## src/rtl/mem_port_arbiter.sv

```systemverilog
// Round-robin burst arbiter sharing one memory port between row loader (rd) and write-back (wr).
// Latency: grant one cycle after req is seen in IDLE; BURST_LEN beats, then one IDLE arbitration cycle.
// Backpressure: mem_ready low freezes address, direction and beat count; the non-granted requester sees stall.
module mem_port_arbiter #(
    parameter int ADDR_W    = 16,
    parameter int BURST_LEN = 2
) (
    input  logic              clk,
    input  logic              rst_n,
    input  logic              rd_req,
    input  logic [ADDR_W-1:0] rd_addr,
    output logic              rd_stall,
    output logic              rd_beat,
    output logic              rd_done,
    input  logic              wr_req,
    input  logic [ADDR_W-1:0] wr_addr,
    output logic              wr_stall,
    output logic              wr_beat,
    output logic              wr_done,
    output logic              mem_en,
    output logic              mem_we,
    output logic [ADDR_W-1:0] mem_addr,
    input  logic              mem_ready
);

    localparam int CNT_W = (BURST_LEN > 1) ? $clog2(BURST_LEN) : 1;

    typedef enum logic [1:0] {
        IDLE     = 2'd0,
        BURST_RD = 2'd1,
        BURST_WR = 2'd2
    } state_t;

    state_t            state_q, state_d;
    logic [CNT_W-1:0]  cnt_q, cnt_d;
    logic [ADDR_W-1:0] base_q, base_d;
    logic              last_wr_q, last_wr_d;
    logic              last_beat;
    logic              in_burst;

    always_ff @(posedge clk or negedge rst_n) begin
        if (!rst_n) begin
            state_q   <= IDLE;
            cnt_q     <= '0;
            base_q    <= '0;
            last_wr_q <= 1'b1;
        end else begin
            state_q   <= state_d;
            cnt_q     <= cnt_d;
            base_q    <= base_d;
            last_wr_q <= last_wr_d;
        end
    end

    assign last_beat = (cnt_q == CNT_W'(BURST_LEN - 1));
    assign in_burst  = (state_q == BURST_RD) || (state_q == BURST_WR);

    always_comb begin
        state_d   = state_q;
        cnt_d     = cnt_q;
        base_d    = base_q;
        last_wr_d = last_wr_q;
        case (state_q)
            IDLE: begin
                // On a tie the requester that did not win last time gets the port.
                if (rd_req && (!wr_req || last_wr_q)) begin
                    state_d   = BURST_RD;
                    base_d    = rd_addr;
                    cnt_d     = '0;
                    last_wr_d = 1'b0;
                end else if (wr_req) begin
                    state_d   = BURST_WR;
                    base_d    = wr_addr;
                    cnt_d     = '0;
                    last_wr_d = 1'b1;
                end
            end
            BURST_RD, BURST_WR: begin
                if (mem_ready) begin
                    if (last_beat) begin
                        state_d = IDLE;
                        cnt_d   = '0;
                    end else begin
                        cnt_d = cnt_q + CNT_W'(1);
                    end
                end
            end
            default: state_d = IDLE;
        endcase
    end

    assign mem_en   = in_burst;
    assign mem_we   = (state_q == BURST_WR);
    assign mem_addr = in_burst ? (base_q + ADDR_W'(cnt_q)) : '0;

    assign rd_beat  = (state_q == BURST_RD) && mem_ready;
    assign rd_done  = rd_beat && last_beat;
    assign wr_beat  = (state_q == BURST_WR) && mem_ready;
    assign wr_done  = wr_beat && last_beat;

    assign rd_stall = rd_req && (state_q != BURST_RD);
    assign wr_stall = wr_req && (state_q != BURST_WR);

endmodule

```

## config.mk

```make
export PLATFORM = sky130hd
export DESIGN_NAME = mem_port_arbiter
export DESIGN_NICKNAME = d
export VERILOG_FILES = /design/src/rtl/mem_port_arbiter.sv
export SDC_FILE = /design/constraint.sdc
export NUM_CORES = 1
export LEC_CHECK = 0
export ABC_CLOCK_PERIOD_IN_PS = 2600
export BUFFER_PORTS_ARGS = -buffer_cell sky130_fd_sc_hd__buf_2
export CORE_ASPECT_RATIO = 0.7
export CORE_MARGIN = 4
export CORE_UTILIZATION = 32
export CTS_CLUSTER_SIZE = 28
export DETAILED_ROUTE_END_ITERATION = 12
export PLACE_DENSITY_LB_ADDON = 0.05
export SETUP_SLACK_MARGIN = 0.1
export SYNTH_ARGS = -nofsm -noshare
export SYNTH_HDL_FRONTEND = slang
export SYNTH_SLANG_ARGS = --single-unit
```

## constraint.sdc

```tcl
create_clock -name clk -period 2.6 [get_ports clk]
set_input_delay 0.39 -clock clk [delete_from_list [all_inputs] [get_ports clk]]
set_output_delay 0.39 -clock clk [all_outputs]
set_load 0.02 [all_outputs]
```

Yosys cells after proc, flatten, opt, wreduce, memory -nomap -nowiden
Index checks and enable logic that the tools add are counted.
W data, S select, Z words.
{"block": "totals", "out_inout_bits": 24, "ff_bits": 20, "in_bits": 37, "wordCells": 45}
{"block": "classes", "reduce_logical": 17, "n_eq_ne": 7, "add_sub_neg": 2, "mux": 15}
{"operator": "$mux W16", "n": 3}
{"operator": "$add A16 B1 Y16", "n": 1}
{"operator": "$mux W2", "n": 4}
{"operator": "$logic_and A1 B1 Y1", "n": 7}
{"operator": "$mux W1", "n": 6}
{"operator": "$ne A2 B2 Y1 const B", "n": 3}
{"operator": "$reduce_and A3 Y1", "n": 2}
{"operator": "$pmux W2 S2", "n": 1}
{"operator": "$reduce_bool A2 Y1", "n": 2}
{"operator": "$ne A3 B3 Y1 const B", "n": 1}
{"operator": "$eq A2 B1 Y1 const B", "n": 1}
{"operator": "$eq A2 B2 Y1 const B", "n": 1}
{"operator": "$logic_not A2 Y1", "n": 1}
{"operator": "$logic_or A1 B1 Y1", "n": 2}
{"operator": "$ne A2 B1 Y1 const B", "n": 1}
{"operator": "$pmux W1 S2", "n": 1}
{"operator": "$reduce_and A2 Y1", "n": 1}
{"operator": "$reduce_or A2 Y1", "n": 1}
{"operator": "$add A1 B1 Y1 const B", "n": 1}
{"operator": "$logic_not A1 Y1", "n": 1}

Logic depth before layout (Yosys ltp)
{"block": "depth", "word_depth": 5, "depth_mapped": 6}

Worst setup path before layout
OpenSTA, ideal clock, no wires.
{"block": "synth_path", "path_type": "reg-to-output", "from": "reg state_q[0]", "to": "out mem_addr[10]", "slack_ps": 679, "t_required_ps": 2210, "t_arrival_ps": 1531, "path_stages_with_launch": 6, "cell_sequence": "dfrtp_1 -> inv_1 -> ha_1 -> clkbuf_1 -> clkbuf_1 -> and2_1"}
{"block": "synth_between", "elab_chain_cells": 3}
{"item": "start, declared", "line": "34", "text": "state_t state_q, state_d;"}
{"item": "start signal, assigned", "line": "48", "text": "state_q <= state_d;"}
{"item": "$eq A2 B1 Y1 or $eq A2 B2 Y1 (tied branches)", "line": "56", "text": "assign in_burst = (state_q == BURST_RD) || (state_q == BURST_WR);"}
{"item": "$logic_or A1 B1 Y1 (*)", "line": "56"}
{"item": "net mem_en", "line": "20", "text": "output logic mem_en,"}
{"item": "$mux W16 (*)", "line": "94", "text": "assign mem_addr = in_burst ? (base_q + ADDR_W'(cnt_q)) : '0;"}
{"item": "end, declared", "line": "22", "text": "output logic [ADDR_W-1:0] mem_addr,"}
Mark *: on every way through the listed nets, which the timed path passes. The rest lies on a longest branch.

Worst setup path after layout
{"block": "layout_path", "from": "reg cnt_q", "to": "out mem_addr[15]"}
{"block": "layout_between", "elab_chain_cells": 2}
{"item": "start, declared", "line": "35", "text": "logic [CNT_W-1:0] cnt_q, cnt_d;"}
{"item": "start signal, assigned", "line": "49", "text": "cnt_q <= cnt_d;"}
{"item": "$add A16 B1 Y16", "line": "94"}
{"item": "$mux W16", "line": "94"}
No other way between the ends.

==> flow_metrics.py <==
metrics = {
    "worst_setup_path": {
        "r2r_start": "state_q[0]",
        "cp-end-kind": "primary output",
        "required_ps": 2210,
        "path_class": "flop to primary output",
        "ff2ff_path_depth": 5,
        "max_stage_delay_ps": 440,
        "cp.arrival_ps": 1870,
        "crit_slowest_cell": "dfrtp_2",
        "crit_chain": "ha_1 > nand4_4 > nor4_2 > xor2_1 > and2_1 > buf_2",
        "critPathMaxFanout": 9,
        "rrSetupSlack_ps": 790,
        "r2r-end": "state_q[0]",
        "startpoint_type": "flop",
    },
    "sta": {
        "rsz0062_at_grt": "false",
        "setup_viol_count_final": 0,
        "slew_violations": 0,
        "max_freq_ghz": 0.442,
        "worst_pin_slew_ps": 663,
        "max_slew_margin_pct": 55.8,
        "setup_ws_ps": 339,
        "period_needed_ps": 2260,
        "setup-tns-final_ps": 0,
        "worst_clock_skew_ps": 8.13,
        "hold_viol_final": 0,
        "period_share_pct": 87.0,
    },
    "route": {
        "drt_first_pass_iters": 4,
        "route.detailed.drc": 0,
        "drt_iter0_drc": 45,
        "ant_nets": 0,
        "dr_total_vias": 1289,
        "routed_wl_um": 3790,
        "route.detailed.vias_per_inst": 4.60,
        "routedWlPerCell_um": 13.5,
    },
    "global_routing": {
        "antenna_found_initial": 0,
        "track_usage_pct": 13.2,
        "grt_util_met3_pct": 3.78,
        "gr-max-usage-layer": "met2",
        "first_global_vias": 1298,
        "grtUsageMet1_pct": 17.7,
        "grt_max_degree": 21,
        "grt_pass1_wl_um": 6400,
        "use_met2_pct": 22.1,
        "grt-ovfl-total": 0,
    },
    "power_and_ir_drop": {
        "p_seq_share_pct": 33.7,
        "combPwrFrac_pct": 54.4,
        "p_per_area_nw_per_um2": 1060,
        "ir_drop_mv": 0.373,
        "p_clk_share_pct": 11.8,
        "switching_power_mw": 1.00,
        "switching_share_pct": 48.7,
        "p_leak_nw": 0.988,
        "intPower_mw": 1.06,
    },
    "floorplanning": {
        "fp.dieW_um": 90.3,
        "die_h_um": 65.6,
        "coreArea_um2": 4450,
        "num_rows": 20,
        "io_pins": 61,
        "initial_core_util_pct": 34.1,
        "design.die.area_um2": 5930,
    },
    "clock_network": {
        "cts_hold_repair.buffers": 0,
        "htree_levels": 1,
        "clk-insertion-delay-late_ps": 260,
        "cts-root-buf": "clkbuf_8",
        "cts_tree": "built",
        "cts_max_path_buffers": 2,
        "numCtsBuffers": 3,
        "cts.sinks": 20,
        "postCtsSetupRepairBufs": 0,
        "cts.clk_slew.worst_paths_ps": 80,
    },
    "min_path": {
        "hold_class": "input pin to async pin",
    },
    "place": {
        "pre_cts_ws_ps": 532,
        "postPlaceCellArea_um2": 1880,
        "gp_congestion": 0.751,
        "hpwl_um": 3000,
        "port_buffers": 60,
    },
    "synth": {
        "syn_area_um2": 1520,
        "synth_cell_types": 32,
        "syn_area_per_cell_um2": 9.21,
        "ys_ff_latch": 20,
        "syn_inst": 165,
        "synth-seq-area-share_pct": 33.0,
        "syn_nets": 207,
        "yosys_warnings": 0,
    },
    "layout": {
        "nNetsFinal": 268,
        "fill_cells": 456,
        "diodes": 0,
        "layout_common_cells": "60 x buf_2, 22 x nand2_1, 18 x dfrtp_1, 17 x mux2i_1, 16 x and2_1",
        "layout_commonest_cell": "buf_2",
        "drive_above_1_share_pct": 36.0,
        "utilization_pct": 43.5,
        "final_area_um2": 1940,
        "syn_to_final_growth_pct": 27.5,
    },
    "outcome": {
        "status": "complete, no violations",
    },
    "job": {
        "max_cap_violations": 0,
    },
}
[logic make-up (layout without fill, tap and decap cells)]
group                      after synthesis  in the layout  synth area share (%)
adders and majority gates                5              5                  4.12
AOI/OAI and AO/OA                       28             28                  10.4
xor gates and xnor gates                13             13                  7.50
muxes                                   18             18                  11.9
DFF                                     20             20                  33.0
and+or+nand+nor                         68             68                  29.1
buffers and inverters                   13             73                  3.95
[synth_stat cells]
cell type,number,area [um^2]
nor3_1,3,15.0
o21ai_0,11,55.1
inv_1,6,22.5
dfrtp_1,19,475
nor2b_1,4,25.0
ha_1,5,62.6
buf_6,1,11.3
and3_1,2,12.5
o21ai_1,10,50.1
xnor2_1,4,35.0
nor3_2,1,10.0
and2_1,16,100
mux2i_1,17,170
or3b_1,1,8.76
nand4_4,3,63.8
nand3_2,1,10.0
nor4_4,1,21.3
buf_4,1,7.51
nor4_2,3,37.5
nor2_1,3,11.3
mux2_2,1,11.3
o2bb2ai_1,2,17.5
xor2_1,9,78.8
or3_1,2,12.5
clkbuf_1,5,18.8
dfstp_2,1,26.3
nand2_1,22,82.6
o211ai_1,2,15.0
nand4_1,1,6.26
a21boi_1,2,15.0
a21oi_1,1,5.00
nand3_1,5,25.0
[final cells by class]
cell class	count	area, um^2	area share (%)
timing repair buffer	63	323	16.7
sequential	20	503	26.0
clock buffer	4	55.1	2.84
tap	55	68.8	3.55
inverter	6	22.5	1.16
multi-input combinational	132	965	49.8
[layer usage]
metal	up-vias	routed length, um
li1	690	-
met1	569	1880
met2	28	1720
met3	2	182
met4	0	8
met5	-	0
[flip-flops by register name, summed over array words and instances (netlist names)]
name and cells:
base_q 16, state_q 2, cnt_q 1, last_wr_q 1
[worst max-delay path, delay by kind of cell (launching register included)]
| kind | cells | cell delay (ps) |
|---|---|---|
| adder cells (fa/ha/maj) | 1 | 280 |
| flip-flops | 1 | 440 |
| AND/OR/NAND/NOR | 3 | 570 |
| XOR/XNOR | 1 | 160 |
| buffers and inverters | 1 | 160 |
[stage by stage]
step	hold slack (ps)	power (mW)	instances
2_1_floorplan	94.4	1.48	165
3_3_place_gp	382	1.82	276
3_5_place_dp	387	1.84	276
4_1_cts	97.5	2.09	280
5_1_grt	115	2.25	280
6_report	81.4	2.06	280
[power by group through the flow]
stage | logic [mW] | registers [mW] | clock network (mW)
2_1_floorplan | 0.828 | 0.648 | 0
3_3_place_gp | 1.12 | 0.695 | 0
3_5_place_dp | 1.13 | 0.701 | 0
4_1_cts | 1.14 | 0.694 | 0.254
5_1_grt | 1.26 | 0.724 | 0.266
6_report | 1.12 | 0.694 | 0.244
[worst max path at each step]
| stage | startpoint | cells past startpoint | to | slack, ps |
|---|---|---|---|---|
| after CTS | cnt_q | 6 | mem_addr[15] | 230 |
| after detailed placement | cnt_q | 6 | mem_addr[15] | 530 |
| after global routing | cnt_q | 6 | mem_addr[8] | 160 |
| final | cnt_q | 6 | mem_addr[15] | 340 |
| after floorplan | state_q[0] | 5 | mem_addr[10] | 680 |
| after global placement | cnt_q | 6 | mem_addr[15] | 590 |
[timing repair]
item	CTS	global route
gates resized for setup	0	1
endpoints found under the setup margin	0	2
endpoints found under the hold margin	0	0
(Power assumes the default switching activity.)
